==> src/rtl/hamming_encode_engine.sv <==
// SECDED encoder engine: reads NUM_WORDS 11-bit messages (two bytes each) from the
// shared byte-wide data memory and writes 16-bit Hamming+overall-parity codewords back.
// Ports: clk/reset, start pulse, mem_addr/mem_rd_data/mem_wr_en/mem_wr_data, busy, done.
// Latency: 4 cycles per word, done rises 4*NUM_WORDS+1 cycles after the start edge.
// Backpressure: none; start is ignored while busy, restarts the run from DONE.
module hamming_encode_engine #(
  parameter int NUM_WORDS = 15,
  parameter int SRC_BASE  = 0,
  parameter int DST_BASE  = 30,
  parameter int ADDR_W    = 8
) (
  input  logic              clk,
  input  logic              reset,
  input  logic              start,
  output logic [ADDR_W-1:0] mem_addr,
  input  logic [7:0]        mem_rd_data,
  output logic              mem_wr_en,
  output logic [7:0]        mem_wr_data,
  output logic              busy,
  output logic              done
);

  localparam int IDX_W = 6;

  typedef enum logic [2:0] {
    IDLE  = 3'd0,
    RD_LO = 3'd1,
    RD_HI = 3'd2,
    WR_LO = 3'd3,
    WR_HI = 3'd4,
    DONE  = 3'd5
  } state_t;

  state_t             state_q, state_d;
  logic [IDX_W-1:0]   idx_q, idx_d;
  logic [7:0]         lo_q, lo_d;
  logic [2:0]         hi_q, hi_d;

  logic [ADDR_W-1:0]  off;
  logic [ADDR_W-1:0]  src_a;
  logic [ADDR_W-1:0]  dst_a;
  logic               last;

  // dv[k-1] holds message bit d[k]
  logic [10:0]        dv;
  logic               p8, p4, p2, p1, p0;
  logic [15:0]        code;

  assign dv   = {hi_q, lo_q};
  assign p8   = ^dv[10:4];
  assign p4   = (^dv[10:7]) ^ (^dv[3:1]);
  assign p2   = dv[10] ^ dv[9] ^ dv[6] ^ dv[5] ^ dv[3] ^ dv[2] ^ dv[0];
  assign p1   = dv[10] ^ dv[8] ^ dv[6] ^ dv[4] ^ dv[3] ^ dv[1] ^ dv[0];
  assign p0   = (^dv) ^ p8 ^ p4 ^ p2 ^ p1;
  assign code = {dv[10:4], p8, dv[3:1], p4, dv[0], p2, p1, p0};

  // Byte offset of the current word; address arithmetic wraps at ADDR_W bits.
  assign off   = ADDR_W'({idx_q, 1'b0});
  assign src_a = ADDR_W'(SRC_BASE) + off;
  assign dst_a = ADDR_W'(DST_BASE) + off;
  assign last  = (idx_q == IDX_W'(NUM_WORDS - 1));

  always_comb begin
    state_d     = state_q;
    idx_d       = idx_q;
    lo_d        = lo_q;
    hi_d        = hi_q;
    mem_addr    = '0;
    mem_wr_en   = 1'b0;
    mem_wr_data = 8'h00;
    busy        = 1'b0;
    done        = 1'b0;
    case (state_q)
      IDLE: begin
        if (start) begin
          state_d = RD_LO;
          idx_d   = '0;
        end
      end
      RD_LO: begin
        busy     = 1'b1;
        mem_addr = src_a;
        lo_d     = mem_rd_data;
        state_d  = RD_HI;
      end
      RD_HI: begin
        busy     = 1'b1;
        mem_addr = src_a + ADDR_W'(1);
        // Upper five bits of the high byte are unused and dropped here.
        hi_d     = mem_rd_data[2:0];
        state_d  = WR_LO;
      end
      WR_LO: begin
        busy        = 1'b1;
        mem_addr    = dst_a;
        mem_wr_en   = 1'b1;
        mem_wr_data = code[7:0];
        state_d     = WR_HI;
      end
      WR_HI: begin
        busy        = 1'b1;
        mem_addr    = dst_a + ADDR_W'(1);
        mem_wr_en   = 1'b1;
        mem_wr_data = code[15:8];
        if (last) begin
          state_d = DONE;
        end else begin
          idx_d   = idx_q + IDX_W'(1);
          state_d = RD_LO;
        end
      end
      DONE: begin
        done = 1'b1;
        if (start) begin
          state_d = RD_LO;
          idx_d   = '0;
        end
      end
      default: state_d = IDLE;
    endcase
  end

  always_ff @(posedge clk or posedge reset) begin
    if (reset) begin
      state_q <= IDLE;
      idx_q   <= '0;
      lo_q    <= 8'h00;
      hi_q    <= 3'b000;
    end else begin
      state_q <= state_d;
      idx_q   <= idx_d;
      lo_q    <= lo_d;
      hi_q    <= hi_d;
    end
  end

endmodule

==> config.mk <==
export PLATFORM = sky130hd
export DESIGN_NAME = hamming_encode_engine
export DESIGN_NICKNAME = d
export VERILOG_FILES = /design/src/rtl/hamming_encode_engine.sv
export SDC_FILE = /design/constraint.sdc
export NUM_CORES = 1
export LEC_CHECK = 0
export CAP_MARGIN = 20
export CORE_MARGIN = 2
export CORE_UTILIZATION = 40
export CTS_BUF_LIST = sky130_fd_sc_hd__clkbuf_16
export DETAILED_ROUTE_END_ITERATION = 10
export GPL_ROUTABILITY_DRIVEN = 0
export PLACE_DENSITY = 0.71
export SLEW_MARGIN = 40
export SYNTH_ARGS = -nofsm -noshare
export SYNTH_HDL_FRONTEND = slang
export SYNTH_SLANG_ARGS = --single-unit
==> constraint.sdc <==
create_clock -name clk -period 5.45 [get_ports clk]
set_input_delay 1.635 -clock clk [delete_from_list [all_inputs] [get_ports clk]]
set_output_delay 1.635 -clock clk [all_outputs]
set_load 0.02 [all_outputs]
==> impl_metrics.yaml <==
yosys:
  syn-num-nets: 170
  seq_area_frac_synth_pct: 31.80
  syn_area_um2: 1574
  synth-xor-area-share_pct: 15.10
  ys_types: 45
  synth_fa_ha_area_share_pct: 2.385
  synth-simple-area-share_pct: 18.28
  synth_mux_area_share_pct: 9.221
  synth_top_family_by_area: "simple AND/OR/NAND/NOR gates"
  syn_inst: 156
  synth.avg_cell_area_um2: 10.09
  synth-compound-area-share_pct: 17.49
  yosys_warnings: 0
  ys_ff_latch: 20
clock_network:
  cts.reportedPaths.clkPinSlew_ns: 0.06
  ctsHoldBuffers: 0
  numClockSinks: 20
  tritoncts: "built"
  clk_path_buf_depth: 2
  post_cts_resized: 0
  cts_setup_buffers: 0
  cts_buffers: 3
  h-tree-depth: 1
  clkLatencyLatePin_ns: 0.26
  cts_root_buf: "clkbuf_16"
final_layout:
  final_cells: 230
  antennaDiodeCount: 0
  multi_input_area_um2: 983.4
  nNetsFinal: 197
  fill_cells: 361
  regArea_um2: 500.5
  layout-drive-gt1-share_pct: 15.93
  post-route-util_pct: 52.49
  syn2layout_area_growth_pct: 23.93
  fin_area_um2: 1951
global_routing:
  grt_use_met3_pct: 4.561
  antenna_found_initial: 0
  grt_use_total_pct: 17.99
  grt_max_degree: 21
  grt_use_met2_pct: 32.75
  top_usage_layer: "met2"
  met1_usage_pct: 20.53
  grt_pass1_wl_mm: 6.106
  grt_pass1_vias: 1347
  overflow: 0
sta:
  finalHoldViolCount: 0
  fin_ws_ns: 1.392
  final.setup.tns_ns: 0
  timing.slew.headroom_pct: 59.82
  finalCritPeriodShare_pct: 74.46
  skew_ns: 0.006580
  post-route-min-period_ns: 4.058
  finalHoldWorstSlack_ns: 0.5686
  clock.fmax_mhz: 246.4
  worst_slew_pin_slew_ns: 0.6027
  rsz0062_at_grt: "false"
  finalMaxSlewViolations: 0
  setup-violations-final: 0
critical_path:
  r2r_cells: 3
  timing.rr.end: "lo_q[3]$_DFFE_PP0N_"
  worst_setup_path_end_kind: "primary output"
  critical_path.max_stage_delay_ns: 0.62
  crit_fanout: 11
  r2r_slack_ns: 3.64
  rr_startpoint: "state_q[0]$_DFFE_PP0P_"
  crit_slowest_cell: "dfrtp_1"
  startpoint_type: "flip-flop"
  critPathKind: "flip-flop to primary output"
  worstPathArrival_ns: 2.42
  worstPathRequired_ns: 3.82
  crit_chain: "nor3b_4 -> nor2_4 -> a21oi_1 -> mux2_2 -> clkdlybuf4s50_1"
placement:
  dp.cells: 226
  hpwl_mm: 2.716
  placed_area_um2: 1872
  detailedPlace.worstSlack_ns: 1.660
  io_buffer_count: 29
drt:
  routedWlPerCell_um: 15.77
  initialDrtViolationCount: 107
  vias: 1264
  drcViolationCount: 0
  wirelength_mm: 3.626
  drtAntennaViolNets: 0
  firstDrtPassIters: 4
  vias_per_cell: 5.496
die:
  die_y_um: 66.73
  io_pins: 30
  rows: 22
  core_area_um2: 3716
  initial_utilization_pct: 42.36
  die_w_um: 66.73
  die-area_um2: 4453
power_and_ir_drop:
  design_power_total_mw: 1.535
  powerDensity_nw_per_um2: 786.9
  power.leakage_nw: 0.7575
  vdd_drop_max_v: 0.0004230
hold_path:
  min_from: "lo_q[7]$_DFFE_PP0N_"
  min_path_cells: 1
  hold_class: "flip-flop to flip-flop"
  min_to: "lo_q[7]$_DFFE_PP0N_"
job:
  drv_cap: 0
status:
  status: "completed"
==> sequential cells by signal (all words and copies together), names as in the netlist <==
register and count:
state_q 3, lo_q 8, idx_q 6, hi_q 3
==> placed cells by master, fill, tap and decap left out, types with 2 or more instances in the layout <==
cell / synthesis / routed
nand2_1: 8 / 8
o211ai_1: 3 / 3
nand4b_1: 3 / 3
nor2_1: 6 / 6
clkdlybuf4s50_1: 0 / 29
nand2b_1: 4 / 4
ha_1: 3 / 3
xor2_1: 4 / 4
mux2_2: 12 / 12
o21ai_0: 13 / 13
dfrtp_1: 20 / 20
clkbuf_16: 0 / 3
and3_1: 2 / 2
xnor2_1: 13 / 13
nand3_1: 4 / 4
o22ai_1: 2 / 2
a21oi_1: 10 / 10
xnor3_1: 2 / 2
inv_1: 10 / 9
nand3b_1: 2 / 2
a22o_1: 6 / 6
==> power by group <==
| part | switching, mW | leakage (nW) | total [mW] | internal (mW) |
|---|---|---|---|---|
| Sequential | 0.145 | 0.248 | 0.358 | 0.213 |
| Combinational | 0.486 | 0.471 | 1.02 | 0.536 |
| Clock | 0.0569 | 0.0385 | 0.155 | 0.0979 |
==> cell families (layout without fill, tap and decap cells) <==
family	after synthesis	in the layout
adder cells (fa/ha/maj)	3	3
buffers and inverters	17	43
AND/OR/NAND/NOR	42	42
multiplexers	13	13
XOR/XNOR	21	21
AO/OA/AOI/OAI	40	40
flip-flops	20	20
==> cells in the mapped netlist, drive strengths merged <==
cell     count  area, µm²
nand4bb      1      11.26
o211ai       3      22.52
o22ai        2      12.51
inv         10      37.54
dfrtp       20      500.5
a21oi       10      50.05
nor3         2      21.27
o21bai       1      7.510
nand3b       2      15.01
o31ai        1      7.510
xor2         4      35.03
xnor3        2      45.04
or3b         1      11.26
ha           3      37.54
mux2i        1      10.01
nor2b        1      6.260
and3b        1      10.01
o32ai        1      8.760
o21ai       14      73.82
xnor2       15      157.7
nand4b       3      26.28
nor4         1      6.260
and3         2      12.51
nand3        4      20.02
nand2        9      41.29
and2b        1      8.760
and4bb       1      12.51
a211oi       1      12.51
nand2b       4      25.02
buf          6      38.79
mux2        12      135.1
a2111oi      1      27.53
nor3b        2      26.28
nor2         7      33.78
clkbuf       1      13.76
a22o         6      52.55
==> critical path: cells and delay by family (launching register included) <==
kind            cells  cell delay [ns]
mux                 1             0.18
buf+inv             1             0.59
flops               1             0.62
compound gates      1             0.18
simple gates        2             0.59
==> worst max path at each step <==
| stage | endpoint | from | cells after the start |
|---|---|---|---|
| CTS | mem_addr[3] | state_q[2]$_DFFE_PP0P_ | 6 |
| global route | mem_addr[3] | state_q[2]$_DFFE_PP0P_ | 6 |
| global placement | mem_addr[3] | state_q[2]$_DFFE_PP0P_ | 6 |
| detailed placement | mem_addr[3] | state_q[2]$_DFFE_PP0P_ | 6 |
| finish | mem_addr[5] | state_q[2]$_DFFE_PP0P_ | 5 |
| floorplan | mem_addr[3] | state_q[0]$_DFFE_PP0P_ | 6 |
==> routing by layer <==
layer,part of all wire (%),vias up
li1,-,606
met1,41,622
met2,53,29
met3,3.9,7
met4,1.5,0
met5,0,-
==> cell type report <==
cell class | instances | area share, %
flip-flops and latches | 20 | 25.66
repair buffers | 29 | 14.88
clock buffers | 3 | 3.849
multi-input cells | 119 | 50.42
well taps | 48 | 3.079
inverters | 10 | 1.924
clock inverters | 1 | 0.1924
(Power assumes the default switching activity.)
